==> config.mk <==
export PLATFORM = sky130hd
export DESIGN_NAME = instr_mem_arbiter_flat
export DESIGN_NICKNAME = d
export VERILOG_FILES = /design/src/rtl/instr_mem_arbiter_if.sv /design/src/rtl/instr_mem_arbiter.sv /design/src/flat_wrapper.sv
export SDC_FILE = /design/constraint.sdc
export NUM_CORES = 1
export LEC_CHECK = 0
export ABC_AREA = 0
export BUFFER_PORTS_ARGS = -buffer_cell sky130_fd_sc_hd__buf_2
export CORE_AREA = 5 5 84 86
export CTS_CLUSTER_SIZE = 12
export DETAILED_ROUTE_END_ITERATION = 7
export DIE_AREA = 0 0 89 91
export PLACE_DENSITY = 0.71
export SLEW_MARGIN = 30
export SYNTH_ARGS = -nofsm -noshare
export SYNTH_HDL_FRONTEND = slang
export SYNTH_SLANG_ARGS = --single-unit
==> constraint.sdc <==
create_clock -name clk -period 1.49 [get_ports clk]
set_clock_uncertainty 0.15 [all_clocks]
set_input_delay 0.2235 -clock clk [delete_from_list [all_inputs] [get_ports clk]]
set_output_delay 0.2235 -clock clk [all_outputs]
set_load 0.1 [all_outputs]
==> src/rtl/instr_mem_arbiter_if.sv <==
// Bundles the fetch port, loader port and instruction RAM wrapper signals of instr_mem_arbiter.
// slave = arbiter side, master = requester/memory side.
interface instr_mem_arbiter_if #(
  parameter int ADDR_WIDTH = 16,
  parameter int DATA_WIDTH = 32
);
  localparam int BE_WIDTH = DATA_WIDTH / 8;

  logic                  core_req_i;
  logic [ADDR_WIDTH-1:0] core_addr_i;
  logic                  core_gnt_o;
  logic                  core_rvalid_o;
  logic [DATA_WIDTH-1:0] core_rdata_o;

  logic                  ld_req_i;
  logic                  ld_we_i;
  logic [ADDR_WIDTH-1:0] ld_addr_i;
  logic [DATA_WIDTH-1:0] ld_wdata_i;
  logic [BE_WIDTH-1:0]   ld_be_i;
  logic                  ld_gnt_o;
  logic                  ld_rvalid_o;
  logic [DATA_WIDTH-1:0] ld_rdata_o;
  logic                  ld_err_o;

  logic                  mem_en_o;
  logic                  mem_we_o;
  logic [ADDR_WIDTH-1:0] mem_addr_o;
  logic [DATA_WIDTH-1:0] mem_wdata_o;
  logic [BE_WIDTH-1:0]   mem_be_o;
  logic [DATA_WIDTH-1:0] mem_rdata_i;

  modport slave (
    input  core_req_i, core_addr_i,
    output core_gnt_o, core_rvalid_o, core_rdata_o,
    input  ld_req_i, ld_we_i, ld_addr_i, ld_wdata_i, ld_be_i,
    output ld_gnt_o, ld_rvalid_o, ld_rdata_o, ld_err_o,
    output mem_en_o, mem_we_o, mem_addr_o, mem_wdata_o, mem_be_o,
    input  mem_rdata_i
  );

  modport master (
    output core_req_i, core_addr_i,
    input  core_gnt_o, core_rvalid_o, core_rdata_o,
    output ld_req_i, ld_we_i, ld_addr_i, ld_wdata_i, ld_be_i,
    input  ld_gnt_o, ld_rvalid_o, ld_rdata_o, ld_err_o,
    input  mem_en_o, mem_we_o, mem_addr_o, mem_wdata_o, mem_be_o,
    output mem_rdata_i
  );
endinterface

==> src/rtl/instr_mem_arbiter.sv <==
// Fetch/loader arbiter for the instruction RAM: zero-cycle grant, response 1 cycle later; loser holds its request.
// Loader has priority; `INSTR_ARB_STARVE_GUARD_EN bounds fetch starvation to STARVE_LIMIT cycles.
module instr_mem_arbiter #(
  parameter int ADDR_WIDTH   = 16,
  parameter int DATA_WIDTH   = 32,
  parameter int STARVE_LIMIT = 4
) (
  input logic                clk,
  input logic                rst_n,
  instr_mem_arbiter_if.slave bus
);
  typedef enum logic [1:0] {
    RESP_NONE,
    RESP_CORE,
    RESP_LD,
    RESP_LD_ERR
  } owner_t;

  owner_t owner_q;
  logic   ld_wr_q;
  logic   core_gnt;
  logic   ld_gnt;
  logic   ld_blocked;
  logic   force_core;

`ifdef INSTR_ARB_STARVE_GUARD_EN
  localparam logic [3:0] LIMIT = 4'(STARVE_LIMIT);
  logic [3:0] starve_cnt_q;

  assign force_core = bus.core_req_i && (starve_cnt_q == LIMIT);

  always_ff @(posedge clk or negedge rst_n) begin
    if (!rst_n) begin
      starve_cnt_q <= '0;
    end else if (bus.core_req_i && !core_gnt) begin
      if (starve_cnt_q != 4'hF) starve_cnt_q <= starve_cnt_q + 4'd1;
    end else begin
      starve_cnt_q <= '0;
    end
  end
`else
  assign force_core = 1'b0;
`endif

  assign ld_gnt     = bus.ld_req_i && !force_core;
  assign core_gnt   = bus.core_req_i && !ld_gnt;
  // Boot ROM window writes are acknowledged but never reach the memory.
  assign ld_blocked = ld_gnt && bus.ld_we_i && bus.ld_addr_i[ADDR_WIDTH-1];

  assign bus.core_gnt_o = core_gnt;
  assign bus.ld_gnt_o   = ld_gnt;

  always_comb begin
    bus.mem_en_o    = 1'b0;
    bus.mem_we_o    = 1'b0;
    bus.mem_addr_o  = '0;
    bus.mem_wdata_o = '0;
    bus.mem_be_o    = '0;
    if (core_gnt) begin
      bus.mem_en_o   = 1'b1;
      bus.mem_addr_o = bus.core_addr_i;
      bus.mem_be_o   = '1;
    end else if (ld_gnt && !ld_blocked) begin
      bus.mem_en_o    = 1'b1;
      bus.mem_we_o    = bus.ld_we_i;
      bus.mem_addr_o  = bus.ld_addr_i;
      bus.mem_wdata_o = bus.ld_wdata_i;
      bus.mem_be_o    = bus.ld_be_i;
    end
  end

  always_ff @(posedge clk or negedge rst_n) begin
    if (!rst_n) begin
      owner_q <= RESP_NONE;
      ld_wr_q <= 1'b0;
    end else begin
      ld_wr_q <= ld_gnt && bus.ld_we_i;
      if (core_gnt)        owner_q <= RESP_CORE;
      else if (ld_blocked) owner_q <= RESP_LD_ERR;
      else if (ld_gnt)     owner_q <= RESP_LD;
      else                 owner_q <= RESP_NONE;
    end
  end

  assign bus.core_rvalid_o = (owner_q == RESP_CORE);
  assign bus.core_rdata_o  = (owner_q == RESP_CORE) ? bus.mem_rdata_i : '0;
  assign bus.ld_rvalid_o   = (owner_q == RESP_LD) || (owner_q == RESP_LD_ERR);
  assign bus.ld_err_o      = (owner_q == RESP_LD_ERR);
  assign bus.ld_rdata_o    = (owner_q == RESP_LD && !ld_wr_q) ? bus.mem_rdata_i : '0;
endmodule
==> src/flat_wrapper.sv <==
// flat-port wrapper written by rule: the top's interface ports become plain ports
module instr_mem_arbiter_flat 
#(
  parameter int ADDR_WIDTH   = 16,
  parameter int DATA_WIDTH   = 32,
  parameter int STARVE_LIMIT = 4
)
  (clk, rst_n, bus_core_req_i, bus_core_addr_i, bus_core_gnt_o, bus_core_rvalid_o, bus_core_rdata_o, bus_ld_req_i, bus_ld_we_i, bus_ld_addr_i, bus_ld_wdata_i, bus_ld_be_i, bus_ld_gnt_o, bus_ld_rvalid_o, bus_ld_rdata_o, bus_ld_err_o, bus_mem_en_o, bus_mem_we_o, bus_mem_addr_o, bus_mem_wdata_o, bus_mem_be_o, bus_mem_rdata_i);
  instr_mem_arbiter_if #(.ADDR_WIDTH(ADDR_WIDTH), .DATA_WIDTH(DATA_WIDTH)) bus_i ();
  input logic clk;
  input logic rst_n;
  input wire logic [$bits(bus_i.core_req_i)-1:0] bus_core_req_i;
  input wire logic [$bits(bus_i.core_addr_i)-1:0] bus_core_addr_i;
  output wire logic [$bits(bus_i.core_gnt_o)-1:0] bus_core_gnt_o;
  output wire logic [$bits(bus_i.core_rvalid_o)-1:0] bus_core_rvalid_o;
  output wire logic [$bits(bus_i.core_rdata_o)-1:0] bus_core_rdata_o;
  input wire logic [$bits(bus_i.ld_req_i)-1:0] bus_ld_req_i;
  input wire logic [$bits(bus_i.ld_we_i)-1:0] bus_ld_we_i;
  input wire logic [$bits(bus_i.ld_addr_i)-1:0] bus_ld_addr_i;
  input wire logic [$bits(bus_i.ld_wdata_i)-1:0] bus_ld_wdata_i;
  input wire logic [$bits(bus_i.ld_be_i)-1:0] bus_ld_be_i;
  output wire logic [$bits(bus_i.ld_gnt_o)-1:0] bus_ld_gnt_o;
  output wire logic [$bits(bus_i.ld_rvalid_o)-1:0] bus_ld_rvalid_o;
  output wire logic [$bits(bus_i.ld_rdata_o)-1:0] bus_ld_rdata_o;
  output wire logic [$bits(bus_i.ld_err_o)-1:0] bus_ld_err_o;
  output wire logic [$bits(bus_i.mem_en_o)-1:0] bus_mem_en_o;
  output wire logic [$bits(bus_i.mem_we_o)-1:0] bus_mem_we_o;
  output wire logic [$bits(bus_i.mem_addr_o)-1:0] bus_mem_addr_o;
  output wire logic [$bits(bus_i.mem_wdata_o)-1:0] bus_mem_wdata_o;
  output wire logic [$bits(bus_i.mem_be_o)-1:0] bus_mem_be_o;
  input wire logic [$bits(bus_i.mem_rdata_i)-1:0] bus_mem_rdata_i;
  assign bus_i.core_req_i = bus_core_req_i;
  assign bus_i.core_addr_i = bus_core_addr_i;
  assign bus_core_gnt_o = bus_i.core_gnt_o;
  assign bus_core_rvalid_o = bus_i.core_rvalid_o;
  assign bus_core_rdata_o = bus_i.core_rdata_o;
  assign bus_i.ld_req_i = bus_ld_req_i;
  assign bus_i.ld_we_i = bus_ld_we_i;
  assign bus_i.ld_addr_i = bus_ld_addr_i;
  assign bus_i.ld_wdata_i = bus_ld_wdata_i;
  assign bus_i.ld_be_i = bus_ld_be_i;
  assign bus_ld_gnt_o = bus_i.ld_gnt_o;
  assign bus_ld_rvalid_o = bus_i.ld_rvalid_o;
  assign bus_ld_rdata_o = bus_i.ld_rdata_o;
  assign bus_ld_err_o = bus_i.ld_err_o;
  assign bus_mem_en_o = bus_i.mem_en_o;
  assign bus_mem_we_o = bus_i.mem_we_o;
  assign bus_mem_addr_o = bus_i.mem_addr_o;
  assign bus_mem_wdata_o = bus_i.mem_wdata_o;
  assign bus_mem_be_o = bus_i.mem_be_o;
  assign bus_i.mem_rdata_i = bus_mem_rdata_i;
  instr_mem_arbiter #(.ADDR_WIDTH(ADDR_WIDTH), .DATA_WIDTH(DATA_WIDTH), .STARVE_LIMIT(STARVE_LIMIT)) u_core (.clk(clk), .rst_n(rst_n), .bus(bus_i));
endmodule
; ---- Word level (Yosys, flattened, before mapping)
; Cells that the tools add are included.
; W data, S select, Z words.
[word_totals]
out_inout_bits = 123
elab_cells = 29
ff_bits = 3
inputBits = 105
[op_classes]
n_mux = 15
reduce_logical = 9
n_eq_ne = 3
[op_table]
columns = cell, n
row1 = $mux W32, 4
row2 = $mux W16, 2
row3 = $mux W4, 2
row4 = $mux W2, 3
row5 = $logic_and A1 B1 Y1, 5
row6 = $eq A2 B2 Y1 const B, 2
row7 = $mux W1, 4
row8 = $logic_not A1 Y1, 3
row9 = $eq A2 B1 Y1 const B, 1
row10 = $logic_or A1 B1 Y1, 1

; ---- Longest topological paths before layout
; Gate-level depths: netlist of run 1.
[depth]
depth_word = 6
ltp_mapped = 4
depth_no_buf = 2

; ---- Worst setup path after synthesis of run 1
; Ideal clock, no wire load.
[synth_timing]
kind = input-to-output
startpoint = input bus_ld_req_i
endpoint = output bus_mem_be_o[0]
t_required_ps = 1117
setup_slack_ps = -1581
stages = 4
path_buffers = 2
arrival_ps = 2698
path_cell_list = buf_2 -> buf_2 -> nand2_1 -> o21ai_0
[synth_between]
elab_chain_cells = 6
word_cells_on_any_way = 8
cone_classes = 2 x mux / 6 x reduce/logical
[synth_lines]
columns = element, line_no
row1 = "start, declared", flat_wrapper.sv:17  ; input wire logic [$bits(bus_i.ld_req_i)-1:0] bus_ld_req_i;
row2 = $logic_and A1 B1 Y1 (2 in a row), instr_mem_arbiter.sv:48  ; assign ld_blocked = ld_gnt && bus.ld_we_i && bus.ld_addr_i[ADDR_WIDTH-1];
row3 = $logic_not A1 Y1, instr_mem_arbiter.sv:63  ; end else if (ld_gnt && !ld_blocked) begin
row4 = $logic_and A1 B1 Y1, instr_mem_arbiter.sv:63
row5 = $mux W4, instr_mem_arbiter.sv:63
row6 = $mux W4 *, instr_mem_arbiter.sv:59  ; if (core_gnt) begin
row7 = "end, declared", flat_wrapper.sv:30  ; output wire logic [$bits(bus_i.mem_be_o)-1:0] bus_mem_be_o;
; Every way passes the cells marked *; elsewhere a longest branch is shown, timed or not.

; ---- Worst setup path after layout of run 1
[layout_timing]
startpoint = register u_core.owner_q[1]
endpoint = output bus_core_rdata_o[24]
[layout_between]
elab_chain_cells = 2
[layout_lines]
columns = element, line_no
row1 = "start, declared", instr_mem_arbiter.sv:19  ; owner_t owner_q;
row2 = "start signal, assigned", instr_mem_arbiter.sv:74  ; owner_q <= RESP_NONE;
row3 = "start signal, assigned", instr_mem_arbiter.sv:78  ; if (core_gnt) owner_q <= RESP_CORE;
row4 = "start signal, assigned", instr_mem_arbiter.sv:79  ; else if (ld_blocked) owner_q <= RESP_LD_ERR;
row5 = $eq A2 B1 Y1, instr_mem_arbiter.sv:86  ; assign bus.core_rdata_o = (owner_q == RESP_CORE) ? bus.mem_rdata_i : '0;
row6 = $mux W32, instr_mem_arbiter.sv:86
row7 = "end, declared", flat_wrapper.sv:16  ; output wire logic [$bits(bus_i.core_rdata_o)-1:0] bus_core_rdata_o;
; No other way between the ends.

==> results of run 1 <==
==> stage by stage <==
step | total power [mW] | util [%] | hold slack [ps] | cells | area (µm²)
3_3_place_gp | 2.78 | 76.3 | -134 | 486 | 4730
3_5_place_dp | 2.82 | 76.3 | -129 | 486 | 4730
6_report | 3.11 | 80.0 | 198 | 501 | 4970
2_1_floorplan | 1.81 | - | -222 | 191 | 1720
5_1_grt | 3.20 | 80.0 | 199 | 501 | 4970
4_1_cts | 3.09 | 78.3 | 199 | 495 | 4860
==> critical path, cell delays in order, from the launching register on <==
cell,delay [ps]
dfrtp_1,380
and2b_2,300
buf_6,170
and2_4,180
buf_12,170
==> metal layers <==
layer / GRT usage, % / vias up
met5: 0 / -
met4: 4.47 / 0
met3: 9.32 / 12
met2: 39.7 / 146
met1: 16.8 / 1030
li1: - / 1093
==> flip-flops by register name, indices dropped and copies added (netlist names) <==
register	count
u_core.ld_wr_q	1
u_core.owner_q	2
==> worst max-delay path by stage <==
stage / start / to / slack, ps / depth (start not counted)
global route: u_core.owner_q[0] / bus_ld_rdata_o[7] / -360 / 4
finish: u_core.owner_q[1] / bus_core_rdata_o[24] / -300 / 4
CTS: u_core.owner_q[1] / bus_core_rdata_o[0] / -300 / 4
detailed placement: bus_ld_addr_i[15] / bus_mem_addr_o[1] / -120 / 4
global placement: bus_ld_addr_i[15] / bus_mem_addr_o[4] / -70 / 4
floorplan: u_core.owner_q[1] / bus_core_rdata_o[22] / -240 / 3
==> cell usage in the layout, fill, tap and decap left out <==
cell	count
clkinvlp_4	1
buf_2	102
o21a_2	1
nand2b_4	1
buf_12	131
buf_4	12
buf_6	5
nand2_1	38
o22ai_4	16
nand3_1	1
dfrtp_1	3
and2_4	65
clkbuf_16	1
and3_2	32
nor2b_4	1
o21ai_4	4
dlygate4sd3_1	1
nor3b_4	1
and2b_2	1
and2_1	1
clkbuf_8	3
clkbuf_1	1
and2_2	1
clkbuf_4	1
==> report_power, final <==
| group | total, mW | switching [mW] | internal (mW) |
|---|---|---|---|
| clock | 0.236 | 0.0538 | 0.183 |
| sequential | 0.0912 | 0.00433 | 0.0869 |
| combinational | 2.78 | 1.74 | 1.04 |
==> final cells by class <==
class                           count  area (µm²)  share of cell area, %
Timing Repair Buffer              253        3320                   66.9
Multi-Input combinational cell    163        1420                   28.6
Tap cell                           77        96.3                   1.94
Sequential cell                     3        75.1                   1.51
Clock buffer                        4        45.0                  0.907
Inverter                            1        7.51                  0.151
==> cells by family after synthesis <==
logic type / share of synthesized area, %
flops: 6.64
simple gates: 71.3
compound gates: 11.3
buf+inv: 10.7
==> repair_timing <==
item	in CTS	in global routing
pin swaps	1	6
endpoints found under the setup margin	121	110
hold endpoints to repair	3	0
gates resized for setup	2	9
gates cloned	0	2
buffers inserted	4	4
hold buffers	1	0
==> impl_metrics.yaml, run 1 <==
critical_path:
  crit_fanout: 8
  end_kind: "output port"
  critPathLaunchType: "flop"
  path_class: "reg -> out"
  crit_arrival_ps: 1420
  required_ps: 1120
synthesis:
  yosysSeqAreaShare_pct: 6.64
  synth_ff_type: "dfrtp_1"
  yosys.area.top_type_share_pct: 37.1
  synth.area.top_cells: "and2_1, and3_1, nand2_1"
  synth.largest_area_cell: "and2_1"
  synth_cells: 191
  synth_edf_count: 0
  yosysMostFrequentCell: "and2_1"
  synth_common_cells: "and2_1, nand2_1, and3_1"
  yosys_warnings: 0
  ys_async_sr_fraction_pct: 100
  syn_area_um2: 1130
  syn_nets: 296
  synth.avg_cell_area_um2: 5.92
  yosysUniqueCellTypes: 18
  ys_seq_elements: 3
drt:
  wire_per_inst_um: 17.6
  wl_met3_mm: 1.23
  drc: 0
  vias_per_cell: 4.55
  wl_met1_mm: 2.44
  drt_iter0_drc: 38
  wl_met2_mm: 5.00
  ant_nets: 0
  drt-total-wl_mm: 8.83
  drt_pre_antenna_iters: 4
  highest_layer: "met4"
  route.vias.total: 2281
global_route:
  first_global_vias: 2424
  grt_max_degree: 34
  grt_pass1_wl_mm: 12.7
  grt_antenna_before_repair: 0
  grt_usage_pct: 19.7
  overflow: 0
flow_run:
  drv_cap: 0
clock_network:
  clk_transition_reported_paths_ps: 30
  cts_inserted_buffers: 3
  cts_root_buf: "clkbuf_8"
  clock-sinks: 3
  htree_levels: 1
  cts_tree: "done"
  cts_buffer_depth: 2
floorplan:
  dieHeight_um: 91
  core_area_um2: 6200
  die_x_um: 89
  num_rows: 29
  die_area_um2: 8100
  start_util_pct: 18.2
  top_level_ports: 228
hold_path:
  min_path_type: "in -> async"
placed_design:
  port_buffers: 227
  dpl_worst_slack_ps: -120
  gp_congestion: 0.758
  hpwl_mm: 7.58
timing:
  layout_setup_ws_ps: -303
  min_period_over_period_pct: 120
  tightest_slew_ps: 210
  max_freq_ghz: 0.558
  drv_slew: 0
  period_needed_ps: 1790
  hold_violations: 0
  setup_viol: 66
  rsz0062_at_grt: "yes"
  tns_ps: -17740
  relSlewSlack_pct: 86.0
pwr:
  p_leak_nw: 2.33
  irDropWorstVdd_v: 0.000408
  power.density_nw_per_um2: 626
cells_and_area:
  num_antenna_cells: 0
  syn_to_final_growth_pct: 340
  final_nets: 530
  fillers: 350
  drive_above_1_share_pct: 89.4
run_status:
  violations: "setup timing"
  status: "complete, but fails checks"
(Power assumes the default switching activity.)
==> run 2: changes to the inputs <==
--- a/config.mk
+++ b/config.mk
@@ -7,11 +7,11 @@
 export LEC_CHECK = 0
 export ABC_AREA = 0
 export BUFFER_PORTS_ARGS = -buffer_cell sky130_fd_sc_hd__buf_2
-export CORE_AREA = 5 5 84 86
+export CORE_AREA = 5 5 86 88
 export CTS_CLUSTER_SIZE = 12
 export DETAILED_ROUTE_END_ITERATION = 7
-export DIE_AREA = 0 0 89 91
-export PLACE_DENSITY = 0.71
+export DIE_AREA = 0 0 91 93
+export PLACE_DENSITY = 0.68
 export SLEW_MARGIN = 30
 export SYNTH_ARGS = -nofsm -noshare
 export SYNTH_HDL_FRONTEND = slang
==> constraint.sdc (replaced) <==
create_clock -name clk -period 2.2 [get_ports clk]
set_clock_uncertainty 0.15 [all_clocks]
set_input_delay 0.33 -clock clk [delete_from_list [all_inputs] [get_ports clk]]
set_output_delay 0.33 -clock clk [all_outputs]
set_load 0.1 [all_outputs]
==> run 2 against run 1 <==
Net effect:
- sequential cell count unchanged
- utilization down 16 points
- cell area shrank 15%
- count of clock-buffer cells in the layout stayed put
- worst setup slack gained 510 ps
- critical endpoint is now bus_ld_rdata_o[30]
- combinational power is 40% lower
- worst hold slack better by 89 ps
- the run now ends clean
- critical path depth stayed put
- critical path type unchanged
==> impl_metrics.yaml, run 2 (synthesis gave the netlist of run 1 again) <==
run_status:
  status: "completed"
critical_path:
  critPathLaunchType: "flop"
  startpoint: "u_core.owner_q[0]"
  endpoint: "bus_ld_rdata_o[30]"
  path_class: "reg -> out"
  slowest_delay_ps: 400
  required_ps: 1720
  cp.buffers_inverters: 2
  crit_family: "buffers and inverters"
  cp_slowest_cell: "dfrtp_1"
  crit_fanout: 32
  crit_arrival_ps: 1520
  cp_cell_sequence: "nor3b_4 -> buf_4 -> and2_1 -> buf_12"
  crit_cells: 4
  end_kind: "output port"
cells_and_area:
  final_nets: 511
  post-route-util_pct: 63.9
  mostFrequentLayoutCell: "buf_12"
  drive_above_1_share_pct: 62.0
  syn_to_final_growth_pct: 272
  final_cell_mix: "buf_12, buf_2, and2_1, nand2_1, and3_1"
  largestRegisters: "u_core.owner_q (2), u_core.ld_wr_q (1)"
  finalNonFillerCells: 485
  num_antenna_cells: 0
  top_register: "u_core.owner_q"
  largest_reg_flops: 2
  fin_area_um2: 4200
floorplan:
  die_area_um2: 8460
  dieHeight_um: 93
  die_x_um: 91
  start_util_pct: 17.2
  core_area_um2: 6570
  num_rows: 30
  top_level_ports: 228
timing:
  drv_slew: 0
  layout_setup_ws_ps: 203
  hold_violations: 0
  min_period_over_period_pct: 90.8
  period_needed_ps: 2000
  tightest_slew_ps: 511
  setup_viol: 0
  max_freq_ghz: 0.501
  rsz0062_at_grt: "no"
  hold_ws_ps: 287
  relSlewSlack_pct: 66.2
  tns_ps: 0
drt:
  wire_per_inst_um: 15.3
  drc: 0
  vias_per_cell: 4.33
  drt_iter0_drc: 35
  drt-total-wl_mm: 7.44
  route.vias.total: 2102
  drt_pre_antenna_iters: 4
  ant_nets: 0
placed_design:
  numPlacedInstances: 480
  place_area_um2: 4140
  hpwl_mm: 6.78
  dpl_worst_slack_ps: 254
  port_buffers: 227
  gp_congestion: 0.718
pwr:
  p_leak_nw: 2.07
  p_switching_mw: 1.14
  irDropWorstVdd_v: 0.000303
  fin_total_pwr_mw: 1.89
  pwr-share-comb_pct: 88.4
  power.share.clock_pct: 8.4
  p_int_mw: 0.752
  pwr-share-seq_pct: 3.3
  switching_share_pct: 60.3
  power.density_nw_per_um2: 451
clock_network:
  cts_inserted_buffers: 3
  cts_buffer_depth: 2
  cts_root_buf: "clkbuf_8"
  htree_levels: 1
  postCtsSetupBuffers: 0
  cts_tree: "done"
  clk_transition_reported_paths_ps: 30
  clock-sinks: 3
flow_run:
  drv_cap: 0
global_route:
  overflow: 0
  grt.met2_usage_pct: 30.5
  first_global_vias: 2090
  busiest_layer: "met2"
  grt_antenna_before_repair: 0
  grt_usage_pct: 15.9
  grtUsageMet1_pct: 16.7
  grt_pass1_wl_mm: 11.2
  grt_max_degree: 34
  use_met3_pct: 5.87
hold_path:
  min_path_type: "in -> async"
-- run 2: changes by cell type in the layout (fill, tap and decap cells not counted), sizes merged --
cell,before,now
clkinvlp,1,0
buf,250,233
inv,0,1
clkbuf,6,4
-- run 2: how the worst min path moves through the flow --
stage | from | endpoint | slack [ps] | cells past startpoint
global route | rst_n | u_core.owner_q[1] | 310 | 2
detailed placement | rst_n | u_core.owner_q[1] | -20 | 1
finish | rst_n | u_core.ld_wr_q | 290 | 2
floorplan | rst_n | u_core.ld_wr_q | -120 | 0
CTS | rst_n | u_core.ld_wr_q | 290 | 2
global placement | rst_n | u_core.owner_q[1] | -30 | 1
-- run 2: final cells by class --
class	instances	area (µm²)
Inverter	1	3.75
Sequential cell	3	75.1
Clock buffer	4	45.0
Timing Repair Buffer	234	3010
Fill cell	478	2370
Multi-Input combinational cell	163	970
Tap cell	80	100
-- run 2: timing repair --
action,4_1_cts,5_1_grt
hold endpoints to repair,3,0
endpoints found under the setup margin,0,0
hold buffers,1,0
gates resized for setup,0,0
-- run 2: routing by layer --
layer	vias to the layer above	part of all wire, %
met1	904	34
met4	0	0.54
met3	4	12
li1	1049	-
met2	145	54
met5	-	0
-- run 2: power by group through the flow --
stage                     Combinational (mW)  Sequential [mW]  Clock (mW)
after floorplan                         1.02           0.0620           0
after global placement                  1.66           0.0622           0
after detailed placement                1.68           0.0624           0
after CTS                               1.68           0.0618       0.163
after global routing                    1.72           0.0620       0.171
final                                   1.67           0.0617       0.159
==> run 3: changes to the inputs <==
--- a/config.mk
+++ b/config.mk
@@ -7,11 +7,11 @@
 export LEC_CHECK = 0
 export ABC_AREA = 0
 export BUFFER_PORTS_ARGS = -buffer_cell sky130_fd_sc_hd__buf_2
-export CORE_AREA = 5 5 86 88
+export CORE_AREA = 5 5 84 86
 export CTS_CLUSTER_SIZE = 12
 export DETAILED_ROUTE_END_ITERATION = 7
-export DIE_AREA = 0 0 91 93
-export PLACE_DENSITY = 0.68
+export DIE_AREA = 0 0 89 91
+export PLACE_DENSITY = 0.71
 export SLEW_MARGIN = 30
 export SYNTH_ARGS = -nofsm -noshare
 export SYNTH_HDL_FRONTEND = slang
==> constraint.sdc (replaced) <==
create_clock -name clk -period 2.1 [get_ports clk]
set_clock_uncertainty 0.15 [all_clocks]
set_input_delay 0.315 -clock clk [delete_from_list [all_inputs] [get_ports clk]]
set_output_delay 0.315 -clock clk [all_outputs]
set_load 0.1 [all_outputs]
==> run 3 against run 2 <==
Net effect:
- cell count stayed put
- die area is 4.3% lower
- cell area is 1.1% higher
- non-clock buffer count is 3 higher
- first-iteration DRC count is 69% higher
- critical path depth stayed put
- combinational power is 6% higher
- utilization is 4.5 points higher
- clock power is 4% higher
- largest cell class unchanged
- highest routed layer unchanged
==> impl_metrics.yaml, run 3 (synthesis gave the netlist of run 1 again) <==
pwr:
  p_switching_mw: 1.20
  power.density_nw_per_um2: 471
  switching_share_pct: 60.0
  pwr-share-seq_pct: 3.2
  p_leak_nw: 2.09
  irDropWorstVdd_v: 0.000322
  power.share.clock_pct: 8.3
  p_int_mw: 0.799
  pwr-share-comb_pct: 88.5
critical_path:
  required_ps: 1630
  cp_cell_sequence: "nor3b_4 -> buf_4 -> and2_1 -> buf_12"
  cp.buffers_inverters: 2
  path_class: "reg -> out"
  crit_fanout: 32
  cp_slowest_cell: "dfrtp_1"
  critPathLaunchType: "flop"
  slowest_delay_ps: 400
  end_kind: "output port"
  crit_arrival_ps: 1500
  crit_family: "buffers and inverters"
clock_network:
  cts_tree: "done"
  cts_buffer_depth: 2
  postCtsSetupBuffers: 0
  clock-sinks: 3
  clk_transition_reported_paths_ps: 30
  cts_inserted_buffers: 3
  cts_root_buf: "clkbuf_8"
  htree_levels: 1
drt:
  ant_nets: 0
  vias_per_cell: 4.55
  drc: 0
  drt-total-wl_mm: 7.48
  route.vias.total: 2209
  wire_per_inst_um: 15.4
  drt_iter0_drc: 59
  drt_pre_antenna_iters: 4
global_route:
  grt_usage_pct: 16.9
  grt_pass1_wl_mm: 11.0
  overflow: 0
  grt_antenna_before_repair: 0
  grt_max_degree: 33
  first_global_vias: 2316
timing:
  min_period_over_period_pct: 93.7
  max_freq_ghz: 0.508
  hold_violations: 0
  rsz0062_at_grt: "no"
  hold_ws_ps: 261
  period_needed_ps: 1970
  setup_viol: 0
  relSlewSlack_pct: 66.5
  drv_slew: 0
  tightest_slew_ps: 506
placed_design:
  gp_congestion: 0.820
  hpwl_mm: 6.75
  port_buffers: 227
  place_area_um2: 4190
  numPlacedInstances: 480
cells_and_area:
  finalNonFillerCells: 485
  final_nets: 514
  mostFrequentLayoutCell: "buf_12"
  final_cell_mix: "buf_12, buf_2, and2_1, nand2_1, and3_1"
  top_register: "u_core.owner_q"
  fin_area_um2: 4240
  drive_above_1_share_pct: 62.3
  syn_to_final_growth_pct: 276
  largest_reg_flops: 2
  post-route-util_pct: 68.4
  largestRegisters: "u_core.owner_q (2), u_core.ld_wr_q (1)"
  num_antenna_cells: 0
  fillers: 416
floorplan:
  die_x_um: 89
  start_util_pct: 18.2
  num_rows: 29
  dieHeight_um: 91
  die_area_um2: 8100
  top_level_ports: 228
  core_area_um2: 6200
hold_path:
  min_path_type: "in -> reg"
run_status:
  status: "completed"
flow_run:
  drv_cap: 0
[run 3: cell types whose count changed in the layout (fill, tap and decap cells not counted), sizes merged]
| cell | previous run | this run |
|---|---|---|
| buf | 233 | 236 |
[run 3: stage by stage]
step	power, mW	setup TNS, ps	setup slack, ps
finish	2.00	0	133
global route	2.06	0	40.7
CTS	2.01	0	116
detailed placement	1.84	0	284
global placement	1.82	0	352
floorplan	1.14	-8820	-596
[run 3: final cells by class]
cell class	instances	area, µm²	area share [%]
Sequential cell	3	75.1	1.77
Clock buffer	4	45.0	1.06
Multi-Input combinational cell	163	981	23.1
Timing Repair Buffer	237	3040	71.7
Tap cell	77	96.3	2.27
Inverter	1	3.75	0.0884
[run 3: power groups by stage]
| stage | sequential [mW] | clock (mW) | combinational, mW |
|---|---|---|---|
| detailed placement | 0.0655 | 0 | 1.77 |
| global placement | 0.0652 | 0 | 1.75 |
| CTS | 0.0648 | 0.171 | 1.78 |
| finish | 0.0648 | 0.165 | 1.77 |
| global route | 0.0652 | 0.180 | 1.82 |
| floorplan | 0.0650 | 0 | 1.07 |
[run 3: timing repair]
item                                   4_1_cts  5_1_grt
hold buffers                                 1        0
endpoints found under the hold margin        3        0
gates resized for setup                      0        0
[run 3: layer usage]
layer | routed length (µm) | GRT usage (%)
met1 | 2190 | 15.4
met2 | 4010 | 32.7
met3 | 1060 | 5.97
met4 | 217 | 7.07
met5 | 0 | 0
[run 3: path summary, 6_finish.rpt]
kind | startpoint | to | slack [ps] | depth (start not counted)
worst max-delay path | u_core.owner_q[0] | bus_ld_rdata_o[19] | 130 | 4
worst min-delay path | bus_ld_we_i | u_core.ld_wr_q | 260 | 2
max in group asynchronous | rst_n | u_core.ld_wr_q | 1400 | 2
min in group asynchronous | rst_n | u_core.owner_q[0] | 300 | 2
